<file path="config.mk">
export PLATFORM = sky130hd
export DESIGN_NAME = comb_sweep_controller
export DESIGN_NICKNAME = d
export VERILOG_FILES = /design/src/rtl/comb_sweep_pkg.sv /design/src/rtl/sweep_misr.sv /design/src/rtl/comb_sweep_controller.sv
export SDC_FILE = /design/constraint.sdc
export NUM_CORES = 1
export LEC_CHECK = 0
export BUFFER_PORTS_ARGS = -buffer_cell sky130_fd_sc_hd__buf_2
export CORE_MARGIN = 5
export CORE_UTILIZATION = 30
export CTS_CLUSTER_SIZE = 12
export DETAILED_ROUTE_END_ITERATION = 8
export GPL_TIMING_DRIVEN = 1
export PLACE_DENSITY = 0.58
export SLEW_MARGIN = 10
export SYNTH_ARGS = -nofsm -noshare
export SYNTH_HDL_FRONTEND = slang
export SYNTH_SLANG_ARGS = --single-unit
</file>
<file path="constraint.sdc">
create_clock -name clk -period 2 [get_ports clk]
set_input_delay 0.4 -clock clk [delete_from_list [all_inputs] [get_ports clk]]
set_output_delay 0.4 -clock clk [all_outputs]
set_load 0.02 [all_outputs]
</file>
<file path="src/rtl/comb_sweep_pkg.sv">
// Shared types and constants for the combinational-netlist sweep controller.
package comb_sweep_pkg;

    typedef enum logic [1:0] {
        IDLE    = 2'd0,
        DRIVE   = 2'd1,
        SETTLE  = 2'd2,
        CAPTURE = 2'd3
    } state_e;

    localparam logic [31:0] DEF_POLY   = 32'h04C1_1DB7;
    localparam int          SETTLE_MAX = 15;
    localparam int          BAD_CNT_W  = 16;

endpackage

</file>
<file path="src/rtl/sweep_misr.sv">
// Multiple-input signature register: Galois shift with polynomial feedback,
// netlist outputs folded into the low bits on every enabled cycle.
module sweep_misr
    import comb_sweep_pkg::*;
#(
    parameter int               SIG_W = 32,
    parameter int               N_OUT = 22,
    parameter logic [SIG_W-1:0] POLY  = SIG_W'(DEF_POLY)
) (
    input  logic             clk,
    input  logic             rst_n,
    input  logic             clr,
    input  logic             en,
    input  logic [N_OUT-1:0] data,
    output logic [SIG_W-1:0] sig
);

    logic [SIG_W-1:0] sig_q, sig_d;

    // clear wins over compaction so a new sweep always starts from zero
    always_comb begin
        sig_d = sig_q;
        if (clr) begin
            sig_d = '0;
        end else if (en) begin
            sig_d = {sig_q[SIG_W-2:0], 1'b0}
                  ^ (sig_q[SIG_W-1] ? POLY : '0)
                  ^ SIG_W'(data);
        end
    end

    // signature register, synchronous reset
    always_ff @(posedge clk) begin
        if (!rst_n) sig_q <= '0;
        else        sig_q <= sig_d;
    end

    assign sig = sig_q;

endmodule

</file>
<file path="src/rtl/comb_sweep_controller.sv">
// Sweeps stimulus vectors through a netlist under test and a reference
// netlist, counts miscompares and compacts the DUT outputs into a MISR.
module comb_sweep_controller
    import comb_sweep_pkg::*;
#(
    parameter int               N_IN       = 13,
    parameter int               N_OUT      = 22,
    parameter int               SIG_W      = 32,
    parameter logic [SIG_W-1:0] POLY       = SIG_W'(DEF_POLY),
    parameter int               SETTLE_CYC = 1
) (
    input  logic                 clk,
    input  logic                 rst_n,
    input  logic                 start,
    input  logic                 abort,
    input  logic                 mode,
    input  logic [N_IN-1:0]      seed,
    input  logic [N_IN:0]        num_vec,
    output logic [N_IN-1:0]      dut_in,
    input  logic [N_OUT-1:0]     dut_out,
    input  logic [N_OUT-1:0]     ref_out,
    output logic                 busy,
    output logic                 done,
    output logic                 mismatch,
    output logic [N_IN-1:0]      first_bad_vec,
    output logic [BAD_CNT_W-1:0] bad_count,
    output logic [SIG_W-1:0]     signature
);

    localparam int              SC_W      = $clog2(SETTLE_MAX + 1);
    localparam int              REM_W     = N_IN + 1;
    localparam logic [N_IN-1:0] LFSR_TAPS = POLY[N_IN-1:0];

    state_e               state_q, state_d;
    logic [N_IN-1:0]      vec_q, vec_d;
    logic [N_IN-1:0]      dut_in_q, dut_in_d;
    logic [N_IN-1:0]      first_q, first_d;
    // one bit wider than the vector so a full 2^N_IN sweep is representable
    logic [REM_W-1:0]     rem_q, rem_d;
    logic [SC_W-1:0]      settle_q, settle_d;
    logic [BAD_CNT_W-1:0] bad_q, bad_d;
    logic                 mode_q, mode_d;
    logic                 busy_q, busy_d;
    logic                 done_q, done_d;
    logic                 mm_q, mm_d;
    logic                 misr_clr, misr_en, miscompare;
    logic [N_IN-1:0]      lfsr_next;

    assign lfsr_next  = {vec_q[N_IN-2:0], 1'b0} ^ (vec_q[N_IN-1] ? LFSR_TAPS : '0);
    assign miscompare = (dut_out != ref_out);

    // next-state and datapath updates; abort overrides every transition
    always_comb begin
        state_d  = state_q;
        vec_d    = vec_q;
        dut_in_d = dut_in_q;
        first_d  = first_q;
        rem_d    = rem_q;
        settle_d = settle_q;
        bad_d    = bad_q;
        mode_d   = mode_q;
        busy_d   = busy_q;
        done_d   = 1'b0;
        mm_d     = mm_q;
        misr_clr = 1'b0;
        misr_en  = 1'b0;
        if (abort) begin
            state_d = IDLE;
            busy_d  = 1'b0;
        end else begin
            case (state_q)
                IDLE: begin
                    if (start) begin
                        mm_d     = 1'b0;
                        bad_d    = '0;
                        first_d  = '0;
                        misr_clr = 1'b1;
                        mode_d   = mode;
                        vec_d    = mode ? ((seed == '0) ? N_IN'(1) : seed) : '0;
                        rem_d    = mode ? num_vec : {1'b1, {N_IN{1'b0}}};
                        // an empty pseudo-random sweep finishes without driving
                        if (mode && (num_vec == '0)) begin
                            done_d = 1'b1;
                        end else begin
                            state_d = DRIVE;
                            busy_d  = 1'b1;
                        end
                    end
                end
                DRIVE: begin
                    dut_in_d = vec_q;
                    settle_d = SC_W'(SETTLE_CYC);
                    state_d  = SETTLE;
                end
                SETTLE: begin
                    settle_d = settle_q - SC_W'(1);
                    if (settle_d == '0) state_d = CAPTURE;
                end
                CAPTURE: begin
                    misr_en = 1'b1;
                    if (miscompare) begin
                        if (bad_q != '1) bad_d = bad_q + BAD_CNT_W'(1);
                        if (!mm_q)       first_d = dut_in_q;
                        mm_d = 1'b1;
                    end
                    vec_d = mode_q ? lfsr_next : vec_q + N_IN'(1);
                    rem_d = rem_q - REM_W'(1);
                    if (rem_d == '0) begin
                        state_d = IDLE;
                        busy_d  = 1'b0;
                        done_d  = 1'b1;
                    end else begin
                        state_d = DRIVE;
                    end
                end
                default: state_d = IDLE;
            endcase
        end
    end

    // FSM state register
    always_ff @(posedge clk) begin
        if (!rst_n) state_q <= IDLE;
        else        state_q <= state_d;
    end

    // datapath and result registers
    always_ff @(posedge clk) begin
        if (!rst_n) begin
            vec_q    <= '0;
            dut_in_q <= '0;
            first_q  <= '0;
            rem_q    <= '0;
            settle_q <= '0;
            bad_q    <= '0;
            mode_q   <= 1'b0;
            busy_q   <= 1'b0;
            done_q   <= 1'b0;
            mm_q     <= 1'b0;
        end else begin
            vec_q    <= vec_d;
            dut_in_q <= dut_in_d;
            first_q  <= first_d;
            rem_q    <= rem_d;
            settle_q <= settle_d;
            bad_q    <= bad_d;
            mode_q   <= mode_d;
            busy_q   <= busy_d;
            done_q   <= done_d;
            mm_q     <= mm_d;
        end
    end

    sweep_misr #(
        .SIG_W (SIG_W),
        .N_OUT (N_OUT),
        .POLY  (POLY)
    ) u_misr (
        .clk   (clk),
        .rst_n (rst_n),
        .clr   (misr_clr),
        .en    (misr_en),
        .data  (dut_out),
        .sig   (signature)
    );

    assign dut_in        = dut_in_q;
    assign busy          = busy_q;
    assign done          = done_q;
    assign mismatch      = mm_q;
    assign first_bad_vec = first_q;
    assign bad_count     = bad_q;

endmodule
</file>
Yosys cells after proc, flatten, opt, wreduce, memory -nomap -nowiden
Index checks and enable logic that the tools add are counted.
Word-level totals
  bits of input ports: 76
  flip-flop bits (word level): 111
Cells by class
  reductions and logical operators: 19
  equal/unequal tests: 12
  multiplexer cells: 40
  add/subtract/negate cells: 4
  bitwise operators: 5
Operators with widths (number)
  2-to-1 mux 13 bit: 8
  case mux 13 bit (2 select lines): 2
  2-to-1 mux 16 bit: 3
  case mux 16 bit (2 select lines): 1
  XOR 32 x 22 -> 32 bit: 1
  XOR 32 bit: 1
  logical NOT 14 bit: 2
  2-to-1 mux 14 bit: 2
  case mux 14 bit (2 select lines): 1
  2-to-1 mux 27 bit: 1
  != test 22 bit: 1
  adder 16 x 1 -> 16 bit (second input constant): 1
  != test 16 bit (second input constant): 1
  2-to-1 mux 1 bit: 14
  != test 2 bit (second input constant): 7
  subtractor 14 x 1 -> 14 bit (second input constant): 1
  adder 13 x 1 -> 13 bit (second input constant): 1
  logical NOT 13 bit: 1
  XOR 13 bit: 1
  AND reduction 5 bit: 2
  AND reduction 3 bit: 3
  case mux 2 bit (4 select lines): 1
  case mux 4 bit (2 select lines): 1
  AND reduction 4 bit: 2
  other kinds (12): 21

Longest topological paths before layout
  depth in word-level cells: 5
  gate-level depth with buffers: 9

Modules after synthesis
A second synthesis with hierarchy kept.
Second synthesis, totals
  cell total of the unflattened synthesis: 713
  area total of the unflattened synthesis: 6158.4 um^2
By module, submodules not included
  comb_sweep_controller: cells each 568, area an instance 4657.0 um^2, sequential area each 1581.5 um^2, instances 1
  sweep_misr: cells each 145, area an instance 1501.4 um^2, sequential area each 640.6 um^2, instances 1

Worst setup path before layout
OpenSTA, ideal clock, no wires.
  path type: flip-flop to flip-flop
  from: reg bad_q[0] (netlist: bad_count[0])
  to: reg bad_q[15] (netlist: bad_count[15])
  cell stages (with the launch flop): 9
  required time: 1.928 ns
  setup time: 0.072 ns
  period minus slack after synthesis: 2.040 ns
  slack: -0.040 ns
  arrival: 1.968 ns
  path through: dfxtp_1 -> ha_1 -> and3_1 -> and3_4 -> nand2_2 -> and4_4 -> nand4_1 -> or3_1 -> a21oi_1
On the way
  word-level cells in the longest chain between the ends: 4
  elaborated cells on any way between the ends: 7
  those cells by class: add/sub: 1; eq/ne: 2; mux: 3; reduce/logical: 1
Ends and longest elaborated chain
  start, declared: RTL line comb_sweep_controller.sv:41  | logic [BAD_CNT_W-1:0] bad_q, bad_d;
  start signal, assigned: RTL line comb_sweep_controller.sv:135  | bad_q <= '0;
  start signal, assigned: RTL line comb_sweep_controller.sv:146  | bad_q <= bad_d;
  adder 16 x 1 -> 16 bit: RTL line comb_sweep_controller.sv:102  | if (bad_q != '1) bad_d = bad_q + BAD_CNT_W'(1);
  2-to-1 mux 16 bit: RTL line comb_sweep_controller.sv:102
  2-to-1 mux 16 bit: RTL line comb_sweep_controller.sv:101  | if (miscompare) begin
  case mux 16 bit (2 select lines): RTL line comb_sweep_controller.sv:71  | case (state_q)
Parallel ways exist; a longest one is shown, timed or not. The select of a mux whose other input is x is not followed.
A chain may end at the register's enable or synchronous reset.

Worst setup path in the final report
Same ends and word-level chain as after synthesis.

==> metrics.yaml <==
run_status:
  status: "finished clean"
cts:
  cts.sinks: 111
  hold_buffers: 0
  cts-htree-levels: 3
  cts_tree: "yes"
  numCtsBuffers: 9
  worstSkewPairLatency_ps: 360
  clk_pin_slew_worst_paths_ps: 80
  cts.root.buffer_cell: "clkbuf_16"
  cts_buffer_depth: 2
hold_path:
  worstHoldPathCells: 3
  hold_class: "input pin to flip-flop"
  min_from: "num_vec[2]"
  hold_end: "rem_q[2]$_SDFFE_PN0P_"
floorplanning:
  initial_core_util_pct: 30.5
  io_pins: 153
  rows: 50
  dieWidth_um: 148
  dieArea_mm2: 0.0218
  die_y_um: 148
  core_mm2: 0.0187
drt:
  vias: 5712
  drtIter0Drc: 213
  drt-pass1-iter-count: 5
  avgRoutedWirePerCell_um: 15.3
  routed_via_density: 4.97
  ant_nets: 0
  drc: 0
  drt_wl_total_um: 17600
synthesis:
  yosysWarnings: 0
  synth_area_mm2: 0.00570
  synth_cell_types: 54
  syn_inst: 708
  synth_top_area_share_pct: 39.0
  synthTopCellsByArea: "dfxtp_1 (39%), xnor2_1 (9.2%), nand2_1 (6.5%), a21oi_1 (5.0%), nor2_1 (4.7%)"
  syn-num-nets: 794
  netlist.top_cell.by_area: "dfxtp_1"
  synthFlopType: "dfxtp_1"
  synth-async-reset-ratio_pct: 0
  yosysSeqAreaShare_pct: 39.0
  ys_seq_elements: 111
  syn_area_per_cell_um2: 8.05
  synth_edf_count: 0
placed_design:
  pre_cts_ws_ps: -598
  hpwl_um: 12800
  io_buffers: 152
  gp_congestion: 0.820
  place_area_mm2: 0.00718
critical_path:
  endpoint_kind: "flip-flop"
  r2r-start: "bad_count[0]$_SDFFE_PN0P_"
  crit_fanout: 5
  r2r_end: "bad_count[15]$_SDFFE_PN0P_"
  path_common_cell: "and3_4"
  required_ps: 2300
  cp_cell_sequence: "ha_4 > and3_4 > and3_4 > nand2_4 > and4_4 > nand4_1 > or3_1 > a21oi_2"
  cp_top_family: "simple AND/OR/NAND/NOR gates"
  path_buf_inv: 0
  cp.arrival_ps: 2220
  slowest_delay_ps: 390
  setup.worst_path.start_class: "flip-flop"
  cp_slowest_cell: "or3_1"
  regToRegSetupSlack_ps: 80
  rr_worst_depth: 8
  critical_path_class: "flip-flop to flip-flop"
run:
  maxCapViolCount: 0
sta:
  hold_viol_final: 0
  final_max_slew_viol_count: 0
  tightest_slew_ps: 506
  min_period_ps: 1920
  slew_headroom_pct: 66.3
  finalCritPeriodShare_pct: 96.0
  setup_ws_ps: 81.0
  fin_skew_ps: 10.0
  max_freq_mhz: 521
  setup_tns_ps: 0
  setup_viol: 0
final_layout:
  seq_area_mm2: 0.00223
  area_growth_pct: 36.6
  final_nets: 995
  multi_input_area_mm2: 0.00338
  n_fill_cell: 1938
  drive_gt1_share_pct: 31.3
  post-route-util_pct: 41.6
  stdcell_area_mm2: 0.00778
grt:
  grt_pass1_wl_um: 28300
  grt_max_degree: 40
  grt_usage_pct: 15.8
  grt_pass1_vias: 5567
  antenna_found_initial: 4
  grt-ovfl-total: 0
pwr:
  max-vdd-ir-drop_uv: 359
  power.density_mw_per_mm2: 635
  leakagePower_nw: 3.13
[cells in the mapped netlist (all sizes together), types with 2 or more instances]
master  instances
and3            6
nand3b          2
or2             2
nand3          15
o21ai          45
a32o            2
nor2           71
and4            2
a222oi          4
buf            14
inv            17
ha             10
dfxtp         111
o31ai           8
a31oi           5
mux2i           3
nor4           11
nand2          99
o22ai           2
nand2b          8
or3             2
or4             3
a22o           13
a221oi         16
xor2           15
o311ai          2
a21oi          57
clkbuf         31
a211oi         21
nand4          15
nor3           18
nand4b          3
xnor2          60
nor2b           4
[layer usage]
layer | GRT usage, % | routed length (um) | vias up
met5 | 0 | 28 | -
met3 | 4.78 | 1200 | 24
li1 | - | - | 2908
met2 | 25.6 | 8140 | 142
met1 | 20.3 | 8010 | 2632
met4 | 4.52 | 232 | 6
[through the flow]
step,cells,hold slack [ps],power (W)
2_1_floorplan,708,457,0.00277
3_3_place_gp,1123,453,0.00308
3_5_place_dp,1123,455,0.00308
4_1_cts,1142,311,0.00498
5_1_grt,1149,342,0.00519
6_report,1149,321,0.00494
[tightest hold or removal path, cell delays in order]
cell      delay, ps
buf_2            90
a222oi_1         70
nor2_1           80
[final cells by class]
type                            count  area share, %
Antenna cell                        1         0.0321
Clock buffer                        9           2.89
Clock inverter                      7           1.01
Inverter                           17          0.820
Multi-Input combinational cell    535           43.4
Sequential cell                   111           28.7
Tap cell                          234           3.76
Timing Repair Buffer              235           19.4
[flip-flops by register name, summed over array words and instances, names as in the netlist]
name,cells
dut_in,13
busy,1
done,1
first_bad_vec,13
mode_q,1
vec_q,13
state_q,2
settle_q,4
u_misr.sig,32
rem_q,14
bad_count,16
mismatch,1
[cells in the final DEF, fill, tap and decap left out, types with 20 or more instances in the layout]
master,count
buf_4,73
nor2_1,69
dfxtp_1,106
xnor2_1,57
a211oi_1,20
nand2_1,98
a21oi_1,53
buf_2,152
o21ai_0,41
[cells by family (layout without fill, tap and decap cells)]
family,Yosys count,in the layout,share of synthesized area (%)
AND/OR/NAND/NOR,264,264,21.7
flip-flops,111,111,39.0
multiplexers,4,4,0.725
buffers and inverters,62,268,4.30
AO/OA/AOI/OAI,182,182,20.5
other,0,1,0
adder cells (fa/ha/maj),10,10,2.20
XOR/XNOR,75,75,11.5
[worst max-delay path by stage]
stage,from,to,slack [ps],cells after the start
floorplan,state_q[0]$_SDFFE_PP0P_,first_bad_vec[10]$_SDFFE_PN0P_,20,8
global placement,dut_out[15],first_bad_vec[8]$_SDFFE_PN0P_,-560,8
detailed placement,dut_out[15],first_bad_vec[6]$_SDFFE_PN0P_,-600,8
CTS,state_q[0]$_SDFFE_PP0P_,bad_count[15]$_SDFFE_PN0P_,0.9,9
global route,rem_q[1]$_SDFFE_PN0P_,rem_q[7]$_SDFFE_PN0P_,-20,5
finish,bad_count[0]$_SDFFE_PN0P_,bad_count[15]$_SDFFE_PN0P_,80,8
[repair_timing]
item	in CTS	in global routing
endpoints found under the hold margin	0	0
gates cloned	1	1
resized for setup	16	21
setup buffers	2	6
pin swaps	1	6
endpoints found under the setup margin	59	30
[where the power goes]
part	leakage (nW)	total [W]	internal (W)	switching, W
clock network	0.144	0.00188	0.000989	0.000889
logic	2.08	0.000755	0.000357	0.000397
registers	0.901	0.00231	0.00225	0.0000565
No activity file was read; power rests on OpenSTA's default activity.
